**src/rtl/program_loader.sv**
```systemverilog
// Boot-time loader: turns a header-prefixed byte stream into 32-bit instruction
// memory writes and holds the CPU in reset until the whole program is written.
module program_loader #(
  parameter int DEPTH_W    = 8,
  parameter bit BIG_ENDIAN = 1'b1
) (
  input  logic               clk,
  input  logic               Reset,
  input  logic               start,
  input  logic [7:0]         byte_in,
  input  logic               byte_valid,
  output logic               byte_ready,
  output logic               LoadInstructions,
  output logic [31:0]        Instruction,
  output logic [31:0]        LoadAddress,
  output logic               CpuReset,
  output logic               done,
  output logic               err,
  output logic [DEPTH_W:0]   words_loaded
);

  typedef enum logic [2:0] {Idle, Hdr0, Hdr1, Data, Write, Done} stateT;

  localparam logic [16:0] Capacity = 17'(1) << DEPTH_W;

  stateT       state;
  logic [15:0] count;
  logic [1:0]  byteCnt;
  logic [31:0] shiftReg;

  logic        accept;
  logic [31:0] nextWord;
  logic [15:0] hdrCount;
  logic [16:0] wordsNext;

  assign accept    = byte_valid & byte_ready;
  assign nextWord  = BIG_ENDIAN ? {shiftReg[23:0], byte_in} : {byte_in, shiftReg[31:8]};
  assign hdrCount  = {count[15:8], byte_in};
  assign wordsNext = 17'(words_loaded) + 17'd1;

  always_ff @(posedge clk or posedge Reset) begin
    if (Reset) begin
      state            <= Idle;
      count            <= '0;
      byteCnt          <= '0;
      shiftReg         <= '0;
      byte_ready       <= 1'b0;
      LoadInstructions <= 1'b0;
      Instruction      <= '0;
      LoadAddress      <= '0;
      CpuReset         <= 1'b1;
      done             <= 1'b0;
      err              <= 1'b0;
      words_loaded     <= '0;
    end else begin
      // NOTE: non-blocking default makes the strobe exactly one cycle; the
      // branch below that enters Write overrides it for that single edge.
      LoadInstructions <= 1'b0;
      case (state)
        Idle, Done: begin
          if (start) begin
            state        <= Hdr0;
            byte_ready   <= 1'b1;
            CpuReset     <= 1'b1;
            done         <= 1'b0;
            err          <= 1'b0;
            words_loaded <= '0;
            byteCnt      <= '0;
          end
        end
        Hdr0: begin
          if (accept) begin
            count[15:8] <= byte_in;
            state       <= Hdr1;
          end
        end
        Hdr1: begin
          if (accept) begin
            count <= hdrCount;
            if (hdrCount == 16'd0 || {1'b0, hdrCount} > Capacity) begin
              err        <= (hdrCount != 16'd0);
              state      <= Done;
              byte_ready <= 1'b0;
              done       <= 1'b1;
              CpuReset   <= 1'b0;
            end else begin
              state <= Data;
            end
          end
        end
        Data: begin
          if (accept) begin
            shiftReg <= nextWord;
            byteCnt  <= byteCnt + 2'd1;
            if (byteCnt == 2'd3) begin
              state            <= Write;
              byte_ready       <= 1'b0;
              LoadInstructions <= 1'b1;
              Instruction      <= nextWord;
              LoadAddress      <= 32'(words_loaded[DEPTH_W-1:0]);
            end
          end
        end
        Write: begin
          words_loaded <= wordsNext[DEPTH_W:0];
          if (wordsNext == 17'(count)) begin
            state    <= Done;
            done     <= 1'b1;
            CpuReset <= 1'b0;
          end else begin
            state      <= Data;
            byte_ready <= 1'b1;
          end
        end
        default: state <= Idle;
      endcase
    end
  end

endmodule

```
**config.mk**
```make
export PLATFORM = sky130hd
export DESIGN_NAME = program_loader
export DESIGN_NICKNAME = d
export VERILOG_FILES = /design/src/rtl/program_loader.sv
export SDC_FILE = /design/constraint.sdc
export NUM_CORES = 1
export LEC_CHECK = 0
export CAP_MARGIN = 20
export CORE_MARGIN = 1
export CORE_UTILIZATION = 56
export DETAILED_ROUTE_END_ITERATION = 6
export PLACE_DENSITY = 0.84
export SYNTH_ARGS = -nofsm -noshare
export SYNTH_HDL_FRONTEND = slang
export SYNTH_SLANG_ARGS = --single-unit
```
**constraint.sdc**
```tcl
create_clock -name clk -period 7.4 [get_ports clk]
set_input_delay 1.48 -clock clk [delete_from_list [all_inputs] [get_ports clk]]
set_output_delay 1.48 -clock clk [all_outputs]
set_load 0.005 [all_outputs]
```
==> results.sh <==
export IMPL_status="finished, final reports clean"
export IMPL_clkLatencyLatePin_ns=0.36
export IMPL_grt_usage_pct=22.86
export IMPL_rsz0062_at_grt="false"
export IMPL_avgViaCountPerCell=5.317
export IMPL_hold_viol=0
export IMPL_cts_buffers=9
export IMPL_final_setup_tns_ns=0
export IMPL_htree_levels=3
export IMPL_power_mw=1.711
export IMPL_min_period_ns=3.928
export IMPL_post_cts_buffers=0
export IMPL_synth_seq_cells=99
export IMPL_ios=90
export IMPL_yosysTopAreaCell="dfrtp_1"
export IMPL_drtAntennaViolNets=0
export IMPL_p_leak_nw=2.524
export IMPL_worstPathMaxFanout=41
export IMPL_routedWlPerCell_um=14.90
export IMPL_arrival_ns=4.22
export IMPL_slew_headroom_pct=39.17
export IMPL_cts_resized=0
export IMPL_syn2layout_area_growth_pct=17.96
export IMPL_reg2reg_to="Instruction[20]"
export IMPL_drv_cap=0
export IMPL_dpl_hpwl_um=6201
export IMPL_die_w_um=91.79
export IMPL_synthFlopType="dfrtp_1"
export IMPL_cp_endpoint="Instruction[20]"
export IMPL_worst_pin_slew_ns=0.9125
export IMPL_regArea_sq_um=2479
export IMPL_seq_area_frac_synth_pct=54.91
export IMPL_hold_worst_slack_ns=0.4790
export IMPL_powerDensity_nw_per_um2=321.3
export IMPL_first_pass_iters=4
export IMPL_setup_slack_ns=3.472
export IMPL_post_dp_cell_area_sq_um=5139
export IMPL_cp_data_required_time_ns=7.69
export IMPL_die_y_um=91.79
export IMPL_rows=32
export IMPL_n_antenna_cell=0
export IMPL_drc_errors=0
export IMPL_slew_viol_final=0
export IMPL_finalCritPeriodShare_pct=53.08
export IMPL_crit_start="byte_valid"
export IMPL_drt_initial_drc_count=240
export IMPL_post_place_ws_ns=3.086
export IMPL_r2r_start="state[1]"
export IMPL_async_reset_ff_share_pct=100.0
export IMPL_start_kind="primary input"
export IMPL_peakVddDrop_mv=0.1699
export IMPL_portBuffers=65
export IMPL_antenna_found_initial=0
export IMPL_ys_types=49
export IMPL_final_cell_mix="nand2_1 (139), dfrtp_1 (98), clkdlybuf4s50_1 (65)"
export IMPL_reg2reg_slack_ns=4.55
export IMPL_post_layout_nonfiller_instances=605
export IMPL_drive_above_1_share_pct=14.31
export IMPL_core_sq_um=7767
export IMPL_grt_overflow_total=0
export IMPL_initial_core_util_pct=58.12
export IMPL_vias=3217
export IMPL_grt_pass1_vias=3091
export IMPL_grt_max_degree=74
export IMPL_netlist_area_sq_um=4514
export IMPL_skew_ns=0.01317
export IMPL_ys_warnings_count=0
export IMPL_synth_area_per_cell_sq_um=10.28
export IMPL_clk_pin_slew_ns=0.09
export IMPL_synth_top_cell_area_share_pct=54.32
export IMPL_wl_um=9016
export IMPL_layout_commonest_cell="nand2_1"
export IMPL_r2r_cells=7
export IMPL_gp_congestion=0.8289
export IMPL_min_path_type="flip-flop to flip-flop"
export IMPL_max_freq_mhz=254.6
export IMPL_multiInputGateArea_sq_um=1838
export IMPL_postLayoutCoreUtil_pct=68.56
export IMPL_path_class="primary input to flip-flop"
export IMPL_synthTopCellsByArea="dfrtp_1 (54%), nand2_1 (12%), mux2_2 (10%), buf_4 (4.5%), o21ai_0 (1.7%)"
export IMPL_clockRootBuffer="clkbuf_8"
export IMPL_dieArea_sq_um=8424
export IMPL_hold_buffers=0
export IMPL_dp_cells=589
export IMPL_grt_pass1_wl_um=15150
export IMPL_setup_violations=0
export IMPL_fill_cells=579
export IMPL_cts_tree="yes"
export IMPL_nNetsFinal=513
export IMPL_clock_sinks=99
export IMPL_syn_inst=439
export IMPL_synth_edf_count=0
export IMPL_cts_buffer_depth=2
export IMPL_hp_start="shiftReg[17]"
export IMPL_final_area_sq_um=5325
export IMPL_endpoint_kind="flip-flop"
-- logic make-up (layout without fill, tap and decap cells) --
family	count (synthesis)	count (layout)	share of synthesized area (%)
simple gates	195	195	19.65
flops	99	99	54.91
buf+inv	49	90	6.402
mux	41	41	10.20
compound gates	39	39	5.516
xor+xnor	13	13	2.689
fa+ha+maj	2	2	0.5542
other cells	1	24	0.08307
-- routing by layer --
metal / routed length [um] / global-route usage (%)
met1: 4047 / 31.44
met2: 4501 / 37.47
met3: 312 / 2.902
met4: 154 / 8.594
met5: 0 / 0
-- worst min-delay path by stage --
stage               depth (start not counted)  slack [ns]              end
detailed placement                          2        0.45  Instruction[27]
global route                                2        0.51  Instruction[24]
CTS                                         2        0.48  Instruction[25]
global placement                            2        0.44  Instruction[25]
finish                                      2        0.48  Instruction[25]
floorplan                                   2        0.43  Instruction[24]
-- where the power goes --
| part | internal [mW] | switching (mW) |
|---|---|---|
| sequential | 0.726 | 0.156 |
| combinational | 0.312 | 0.219 |
| clock | 0.122 | 0.177 |
-- critical path, cell delays in order --
cell	delay, ns
clkdlybuf4s50_1	0.51
nand3_2	0.15
nor2_4	0.17
nand3_2	0.65
inv_1	0.69
buf_4	0.38
nand2_1	0.10
nand2_1	0.07
-- state kept, by name, summed over array words and instances, names as in the netlist --
name and flops:
byteCnt 2, done 1, err 1, state 3
LoadAddress 8, CpuReset 1, words_loaded 9, LoadInstructions 1
count 16, shiftReg 24, byte_ready 1, Instruction 32
-- synth_stat cells, types with 2 or more instances --
library cell  count
buf_2             3
clkbuf_1         11
nor3_2            2
nand3b_1          2
nand3_1          13
and3_1            2
a21oi_1           8
buf_4            27
nor4_4            2
nor4_1            5
nor2b_1           2
dfrtp_1          98
inv_1             6
xor2_1            6
o31ai_1           5
nor2_1           14
a22o_1            2
o21ai_0          15
nand2_1         139
ha_1              2
a211oi_1          2
mux2_2           40
xnor2_1           6
nor3_1            2
-- cell type report --
class / instances / area share, %
Multi-Input combinational cell: 314 / 34.52
Timing Repair Buffer: 68 / 13.02
Clock inverter: 4 / 0.5169
Inverter: 7 / 0.5404
Tap cell: 102 / 2.397
Clock buffer: 11 / 2.467
Sequential cell: 99 / 46.55
(Power assumes the default switching activity.)
